[config.mk]
export PLATFORM = sky130hd
export DESIGN_NAME = spi_reg_peripheral
export DESIGN_NICKNAME = d
export VERILOG_FILES = /design/src/rtl/spi_reg_pkg.sv /design/src/rtl/spi_sync_edge.sv /design/src/rtl/spi_reg_peripheral.sv
export SDC_FILE = /design/constraint.sdc
export NUM_CORES = 1
export LEC_CHECK = 0
export BUFFER_PORTS_ARGS = -buffer_cell sky130_fd_sc_hd__buf_4
export CAP_MARGIN = 10
export CORE_UTILIZATION = 55
export CTS_CLUSTER_DIAMETER = 200
export CTS_CLUSTER_SIZE = 40
export DETAILED_ROUTE_END_ITERATION = 12
export GPL_TIMING_DRIVEN = 1
export PLACE_DENSITY = 0.83
export SYNTH_ARGS = -nofsm -noshare
export SYNTH_HDL_FRONTEND = slang
export SYNTH_SLANG_ARGS = --single-unit
[constraint.sdc]
create_clock -name clk -period 2.8 [get_ports clk]
set_input_delay 0.14 -clock clk [delete_from_list [all_inputs] [get_ports clk]]
set_output_delay 0.14 -clock clk [all_outputs]
set_load 0.02 [all_outputs]
[src/rtl/spi_reg_pkg.sv]
// rtl/spi_reg_pkg.sv - shared constants and FSM state type for the SPI register peripheral
package spi_reg_pkg;

    localparam int FRAME_BITS = 16;
    localparam logic [4:0] CNT_SAT = 5'd17;

    localparam logic [6:0] ADDR_EN_OUT_7_0  = 7'h00;
    localparam logic [6:0] ADDR_EN_OUT_15_8 = 7'h01;
    localparam logic [6:0] ADDR_EN_PWM_7_0  = 7'h02;
    localparam logic [6:0] ADDR_EN_PWM_15_8 = 7'h03;
    localparam logic [6:0] ADDR_PWM_DUTY    = 7'h04;

    typedef enum logic [1:0] {
        WAIT_IDLE,
        IDLE,
        SHIFT,
        COMMIT
    } spi_state_e;

endpackage

[src/rtl/spi_sync_edge.sv]
// rtl/spi_sync_edge.sv - multi-stage input synchroniser with rise/fall pulse detection
module spi_sync_edge #(
    parameter int   SYNC_STAGES = 2,
    parameter logic RESET_VAL   = 1'b0
) (
    input  logic clk,
    input  logic rst_n,
    input  logic d_i,
    output logic level_o,
    output logic rise_o,
    output logic fall_o
);

    logic [SYNC_STAGES-1:0] sync_q;
    logic                   last_q;

    always_ff @(posedge clk or negedge rst_n) begin
        if (!rst_n) begin
            sync_q <= {SYNC_STAGES{RESET_VAL}};
            last_q <= RESET_VAL;
        end else begin
            sync_q <= {sync_q[SYNC_STAGES-2:0], d_i};
            last_q <= sync_q[SYNC_STAGES-1];
        end
    end

    assign level_o = sync_q[SYNC_STAGES-1];
    assign rise_o  = level_o & ~last_q;
    assign fall_o  = ~level_o & last_q;

endmodule

[src/rtl/spi_reg_peripheral.sv]
// rtl/spi_reg_peripheral.sv - SPI mode-0 write-only frame decoder driving five 8-bit control registers
module spi_reg_peripheral
    import spi_reg_pkg::*;
#(
    parameter int         SYNC_STAGES = 2,
    parameter logic [6:0] MAX_ADDR    = 7'h04
) (
    input  logic       clk,
    input  logic       rst_n,
    input  logic       sclk,
    input  logic       copi,
    input  logic       ncs,
    output logic [7:0] en_reg_out_7_0,
    output logic [7:0] en_reg_out_15_8,
    output logic [7:0] en_reg_pwm_7_0,
    output logic [7:0] en_reg_pwm_15_8,
    output logic [7:0] pwm_duty_cycle,
    output logic       wr_strobe,
    output logic [6:0] wr_addr
);

    logic sclk_rise, sclk_level_unused, sclk_fall_unused;
    logic copi_level, copi_rise_unused, copi_fall_unused;
    logic ncs_level, ncs_rise, ncs_fall;

    spi_sync_edge #(.SYNC_STAGES(SYNC_STAGES), .RESET_VAL(1'b0)) u_sync_sclk (
        .clk(clk), .rst_n(rst_n), .d_i(sclk),
        .level_o(sclk_level_unused), .rise_o(sclk_rise), .fall_o(sclk_fall_unused)
    );

    spi_sync_edge #(.SYNC_STAGES(SYNC_STAGES), .RESET_VAL(1'b0)) u_sync_copi (
        .clk(clk), .rst_n(rst_n), .d_i(copi),
        .level_o(copi_level), .rise_o(copi_rise_unused), .fall_o(copi_fall_unused)
    );

    spi_sync_edge #(.SYNC_STAGES(SYNC_STAGES), .RESET_VAL(1'b1)) u_sync_ncs (
        .clk(clk), .rst_n(rst_n), .d_i(ncs),
        .level_o(ncs_level), .rise_o(ncs_rise), .fall_o(ncs_fall)
    );

    spi_state_e state_q, state_d;
    logic [FRAME_BITS-1:0] shift_q, shift_d;
    logic [4:0]            cnt_q, cnt_d;
    logic [7:0]            out_lo_q, out_hi_q, pwm_lo_q, pwm_hi_q, duty_q;
    logic [6:0]            wr_addr_q;
    logic                  wr_strobe_q;

    logic [6:0] frame_addr;
    logic [7:0] frame_data;
    logic       commit_ok;

    assign frame_addr = shift_q[14:8];
    assign frame_data = shift_q[7:0];
    assign commit_ok  = (state_q == COMMIT) && (cnt_q == 5'(FRAME_BITS))
                        && shift_q[15] && (frame_addr <= MAX_ADDR);

    // ncs rise is checked before sclk rise so a coincident clock edge is dropped
    always_comb begin
        state_d = state_q;
        shift_d = shift_q;
        cnt_d   = cnt_q;
        case (state_q)
            WAIT_IDLE: if (ncs_level) state_d = IDLE;
            IDLE: begin
                if (ncs_fall) begin
                    shift_d = '0;
                    cnt_d   = '0;
                    state_d = SHIFT;
                end
            end
            SHIFT: begin
                if (ncs_rise) begin
                    state_d = COMMIT;
                end else if (sclk_rise) begin
                    shift_d = {shift_q[FRAME_BITS-2:0], copi_level};
                    if (cnt_q != CNT_SAT) cnt_d = cnt_q + 5'd1;
                end
            end
            COMMIT:  state_d = IDLE;
            default: state_d = WAIT_IDLE;
        endcase
    end

    always_ff @(posedge clk or negedge rst_n) begin
        if (!rst_n) begin
            state_q <= WAIT_IDLE;
            shift_q <= '0;
            cnt_q   <= '0;
        end else begin
            state_q <= state_d;
            shift_q <= shift_d;
            cnt_q   <= cnt_d;
        end
    end

    always_ff @(posedge clk or negedge rst_n) begin
        if (!rst_n) begin
            out_lo_q    <= '0;
            out_hi_q    <= '0;
            pwm_lo_q    <= '0;
            pwm_hi_q    <= '0;
            duty_q      <= '0;
            wr_addr_q   <= '0;
            wr_strobe_q <= 1'b0;
        end else begin
            wr_strobe_q <= commit_ok;
            if (commit_ok) begin
                wr_addr_q <= frame_addr;
                case (frame_addr)
                    ADDR_EN_OUT_7_0:  out_lo_q <= frame_data;
                    ADDR_EN_OUT_15_8: out_hi_q <= frame_data;
                    ADDR_EN_PWM_7_0:  pwm_lo_q <= frame_data;
                    ADDR_EN_PWM_15_8: pwm_hi_q <= frame_data;
                    ADDR_PWM_DUTY:    duty_q   <= frame_data;
                    default: ;
                endcase
            end
        end
    end

    assign en_reg_out_7_0  = out_lo_q;
    assign en_reg_out_15_8 = out_hi_q;
    assign en_reg_pwm_7_0  = pwm_lo_q;
    assign en_reg_pwm_15_8 = pwm_hi_q;
    assign pwm_duty_cycle  = duty_q;
    assign wr_addr         = wr_addr_q;
    assign wr_strobe       = wr_strobe_q;

endmodule

Word-level counts from Yosys, hierarchy flattened
Cells that the tools add are included.
{"block": "op_classes", "mux": 13, "addsub": 1, "order_cmp": 1, "n_bitwise": 6, "reduce_logical": 14, "eq_ne": 15}
{"cell": "16-bit two-way mux", "n": 3}
{"cell": "16-bit case mux with 2 select lines", "n": 1}
{"cell": "5-bit two-way mux", "n": 4}
{"cell": "7-bit by 2-bit equality test with 1-bit output (second input constant)", "n": 2}
{"cell": "2-bit != test (second input constant)", "n": 5}
{"cell": "5-bit case mux with 2 select lines", "n": 1}
{"cell": "2-bit AND reduction", "n": 5}
{"cell": "2-bit case mux with 4 select lines", "n": 1}
{"cell": "7-bit by 1-bit equality test with 1-bit output (second input constant)", "n": 1}
{"cell": "7-bit by 3-bit equality test with 1-bit output (second input constant)", "n": 1}
{"cell": "7-bit by 3-bit <= comparator with 1-bit output (second input constant)", "n": 1}
{"cell": "7-bit logical NOT", "n": 1}
{"cell": "2-bit two-way mux", "n": 3}
{"cell": "5-bit by 1-bit adder with 5-bit output (second input constant)", "n": 1}
{"cell": "5-bit equality test (second input constant)", "n": 1}
{"cell": "5-bit != test (second input constant)", "n": 1}
{"cell": "5-bit AND reduction", "n": 1}
{"cell": "2-bit equality test (second input constant)", "n": 2}
{"cell": "4-bit AND reduction", "n": 1}
{"cell": "1-bit bitwise AND", "n": 3}
{"cell": "1-bit logical AND", "n": 3}
{"cell": "1-bit NOT", "n": 3}
{"cell": "3-bit AND reduction", "n": 1}
{"cell": "2-bit by 1-bit equality test with 1-bit output (second input constant)", "n": 1}
{"cell": "other kinds (3)", "n": 3}
{"block": "word_totals", "out_inout_bits": 48, "regBits": 79, "inputBits": 5, "elab_cells": 65}

Logic depth before layout (Yosys ltp)
{"block": "logic_depth", "depth_word": 5, "mapped_depth": 7, "mapped_depth_nobuf": 6}

By module
Synthesis repeated with hierarchy kept, for this count alone.
{"block": "unflattened", "hier_cells": 252, "area_unflattened_um2": 3269.4}
{"module": "spi_reg_peripheral", "n_inst": 1, "seq_area_each_um2": 1776.7, "cells_each": 237, "area_per_inst_um2": 2995.4}
{"module": "spi_sync_edge (u_sync_copi ...)", "n_inst": 2, "seq_area_each_um2": 75.1, "cells_each": 5, "area_per_inst_um2": 90.1}
{"module": "spi_sync_edge (u_sync_ncs)", "n_inst": 1, "seq_area_each_um2": 78.8, "cells_each": 5, "area_per_inst_um2": 93.8}

Worst setup path after synthesis
OpenSTA, ideal clock, no wires.
{"block": "synth_timing", "path_kind": "register -> register", "start": "reg state_q[0]", "end": "reg wr_addr_q[0], in the netlist wr_addr[0]", "n_path_buf": 0, "setup_ns": 0.125, "required_time_ns": 2.675, "path_stages_with_launch": 6, "arrival_ns": 1.851, "slack_ns": 0.824, "synth_period_minus_slack_ns": 1.976, "path_cell_list": "dfrtp_1 ha_1 or4b_4 nor3_4 o21a_1 mux2_2"}
{"block": "synth_between", "elab_chain_len": 4}
{"item": "start: declaration", "line_no": "spi_reg_peripheral.sv:41", "source": "spi_state_e state_q, state_d;"}
{"item": "start signal: assignment", "line_no": "spi_reg_peripheral.sv:90", "source": "state_q <= state_d;"}
{"item": "2-bit equality test", "line_no": "spi_reg_peripheral.sv:54", "source": "assign commit_ok = (state_q == COMMIT) && (cnt_q == 5'(FRAME_BITS))"}
{"item": "1-bit logical AND", "line_no": "spi_reg_peripheral.sv:54"}
{"item": "1-bit logical AND (2 in a row)", "line_no": "spi_reg_peripheral.sv:55", "source": "&& shift_q[15] && (frame_addr <= MAX_ADDR);"}
{"item": "via commit_ok", "line_no": "spi_reg_peripheral.sv:50", "source": "logic commit_ok;"}
{"item": "end signal: assignment", "line_no": "spi_reg_peripheral.sv:108", "source": "wr_addr_q <= frame_addr;"}
{"item": "end: declaration", "line_no": "spi_reg_peripheral.sv:45", "source": "logic [6:0] wr_addr_q;"}
The timed path passes the listed nets, and every way through them passes these cells.
A chain may end at the register's enable or synchronous reset.

Worst setup path in the final report
{"block": "layout_timing", "start": "reg state_q[1]", "end": "reg wr_addr_q[0], in the netlist wr_addr[0]"}
Same word-level chain as after synthesis.

==> summary.txt <==
Commonest cells post-synth = 76 x dfrtp_1, 43 x mux2_2, 22 x nand2_1
Port bufs = 52
Largest net degree at the start of global routing = 80
RSZ-0062 raised after global routing = no
Worst EP arrival = 2.42 ns
GRT overflow = 0
Area grow syn2layout = 22.6%
Via density per instance = 5.59
Min-delay worst type = register to register
Die area = 6160 um^2
CTS tree = built
Clock Path Buffers = 2
Rows = 27
Post-layout nets = 318
Initial Utilization = 57.7%
Multi-input gate area = 1170 um^2
Die width = 78.5 um
Final setup fails = 0
I/O pins = 53
Power Dens Cells = 630 nW/um^2
Worst vdd rail ir drop = 0.366 mV
Height of the die = 78.5 um
Count leader, synth = dfrtp_1
Global-route wire length before repair = 10.3 mm
RR Endpoint = wr_addr[0]
CTS buffer count = 9
Total GRT Usage = 22.7%
Antenna-violating nets left = 0
Layout cells sized above 1 = 40.6%
Residual DRC = 0
Setup slack, reg-to-reg = 0.61 ns
Req. time, crit path = 3.03 ns
CTS root buffer = clkbuf_8
Sequential Area = 1980 um^2
# diodes = 0
Slew headroom = 36.5%
CTS clk-pin slew, worst paths = 0.08 ns
Antenna violations before repair = 0
Yosys top cell by area = dfrtp_1
Final HPWL DP = 4.07 mm
Worst skew pair latency = 0.35 ns
Max Cap Viol = 0
Final cell count without fillers = 382
Worst r2r path cells = 5
Number of post-CTS setup repair buffers = 0
Sequential-to-total area share from yosys stat = 61.6%
Max-slew violations = 0
CTS Sinks = 79
Top_reg_cell synth = dfrtp_1
GPL Wtd Cong = 0.785
Crit path max fanout = 8
Distinct cells, synth = 32
WS Path Type = register to register
Cells after synthesis = 245
Tightest Pin Transition = 0.952 ns
H-Tree Depth = 3
Fillers = 397
Final Hold Viols = 0
Crit path launch type = register
Synthesized net count = 258
Cells after DPL = 362
WL/cell = 16.3 um
Min Clock Period, post-route = 2.19 ns
Pleak = 2.03 nW
Cell area after synthesis = 3220 um^2
Endpoint type of the worst setup path = register
Setup crit end = wr_addr[0]
Total number of vias = 2134
Vias in the first global route = 2054
Clk_skew = 0.00918 ns
Total Neg Setup Slack = 0 ns
Syn avg cell area = 13.1 um^2
Yosys top cell area share = 59.1%
FF+latch count, synth = 79
Core area = 5570 um^2
Worst Setup SP = state_q[1]
Achievable Freq = 0.457 GHz
Drt total wl = 6.24 mm
Drt pass-1 iters = 5
Critical R2R Launch = state_q[1]
Number of synthesized flops with an enable pin = 0
1st-iter DRT viols = 150
Post-synth ARST share = 100%
Top cells by area, synth = dfrtp_1 59%, mux2_2 15%, ha_1 3.1%, nand3_1 3.0%, o21ai_0 2.8%
Status = complete, no violations
Synth warnings = 0
Period utilisation layout = 78.1%
-- kinds of logic after synthesis --
family | after synthesis | synth area share (%)
compound gates | 22 | 3.66
flops | 79 | 61.6
simple gates | 71 | 13.0
fa+ha+maj | 8 | 3.11
buf+inv | 17 | 1.98
mux | 48 | 16.6
-- state kept, by name (all words and copies together) (netlist names), 5 cells and up --
signal	count
pwm_duty_cycle	8
en_reg_out_15_8	8
en_reg_pwm_15_8	8
en_reg_out_7_0	8
shift_q	16
en_reg_pwm_7_0	8
wr_addr	7
cnt_q	5
-- final cells by class --
cell class / instances / share of cell area, %
sequential: 79 / 50.2
timing repair buffer: 59 / 11.5
clock buffer: 11 / 3.59
clock inverter: 5 / 2.06
inverter: 7 / 0.666
tap: 72 / 2.28
multi-input combinational: 149 / 29.7
-- power by group --
part	internal, W	leakage [nW]	switching [W]	total (W)
sequential	0.00119	1.08	0.0000500	0.00124
combinational	0.000122	0.843	0.000195	0.000317
clock	0.000527	0.110	0.000404	0.000931
total	0.00183	2.03	0.000650	0.00248
-- stage by stage --
stage | power, W | setup WS [ns] | hold WS (ns) | utilization [%] | cell area [um^2]
finish | 0.00248 | 0.613 | 0.354 | 70.8 | 3940
detailed placement | 0.00157 | 0.620 | 0.250 | 66.0 | 3680
floorplan | 0.00147 | 0.824 | -0.156 | - | 3220
global placement | 0.00155 | 0.654 | 0.250 | 66.0 | 3680
global route | 0.00260 | 0.383 | 0.361 | 70.8 | 3940
CTS | 0.00250 | 0.603 | 0.360 | 70.8 | 3940
-- placed cells by master (no fill, tap or decap), types with 2 or more instances in the layout --
| master | n |
|---|---|
| nor2_1 | 4 |
| mux2_2 | 43 |
| mux2i_1 | 5 |
| bufinv_16 | 2 |
| o21ai_0 | 17 |
| nor2b_1 | 5 |
| dlygate4sd3_1 | 4 |
| and3_1 | 3 |
| nand3_2 | 2 |
| ha_1 | 8 |
| nand3_1 | 19 |
| nand4b_2 | 2 |
| buf_4 | 55 |
| inv_1 | 7 |
| nand2_1 | 22 |
| clkbuf_8 | 10 |
| dfrtp_1 | 76 |
| nand2b_1 | 3 |
| dfstp_2 | 3 |
-- how the worst min path moves through the flow --
stage                                startpoint               endpoint  slack, ns  cells past startpoint
final                     u_sync_sclk.sync_q[0]  u_sync_sclk.sync_q[1]       0.35                      0
after global routing       u_sync_ncs.sync_q[0]   u_sync_ncs.sync_q[1]       0.36                      0
after CTS                  u_sync_ncs.sync_q[0]   u_sync_ncs.sync_q[1]       0.36                      0
after detailed placement                    ncs   u_sync_ncs.sync_q[0]       0.25                      1
after global placement                     sclk  u_sync_sclk.sync_q[0]       0.25                      1
after floorplan                           rst_n               cnt_q[0]      -0.16                      0
-- worst max-delay path, stage by stage, from the launching register on --
cell	delay, ns
dfrtp_1	0.40
ha_1	0.16
or4b_4	0.48
nor3_4	0.28
o21a_1	0.38
mux2_2	0.37
-- what timing repair did --
action                                  4_1_cts  5_1_grt
hold buffers                                  4        0
endpoints found under the setup margin        0        0
gates resized for setup                       0        0
endpoints found under the hold margin        79        0
-- metal layers --
metal / global-route usage (%) / part of all wire (%) / up-vias
met2: 36.7 / 51 / 58
met5: 0 / 0 / -
met4: 8.89 / 1.4 / 0
met1: 30.0 / 44 / 1091
li1: - / - / 973
met3: 4.88 / 3.7 / 12
Power figures use the tool's default switching activity.
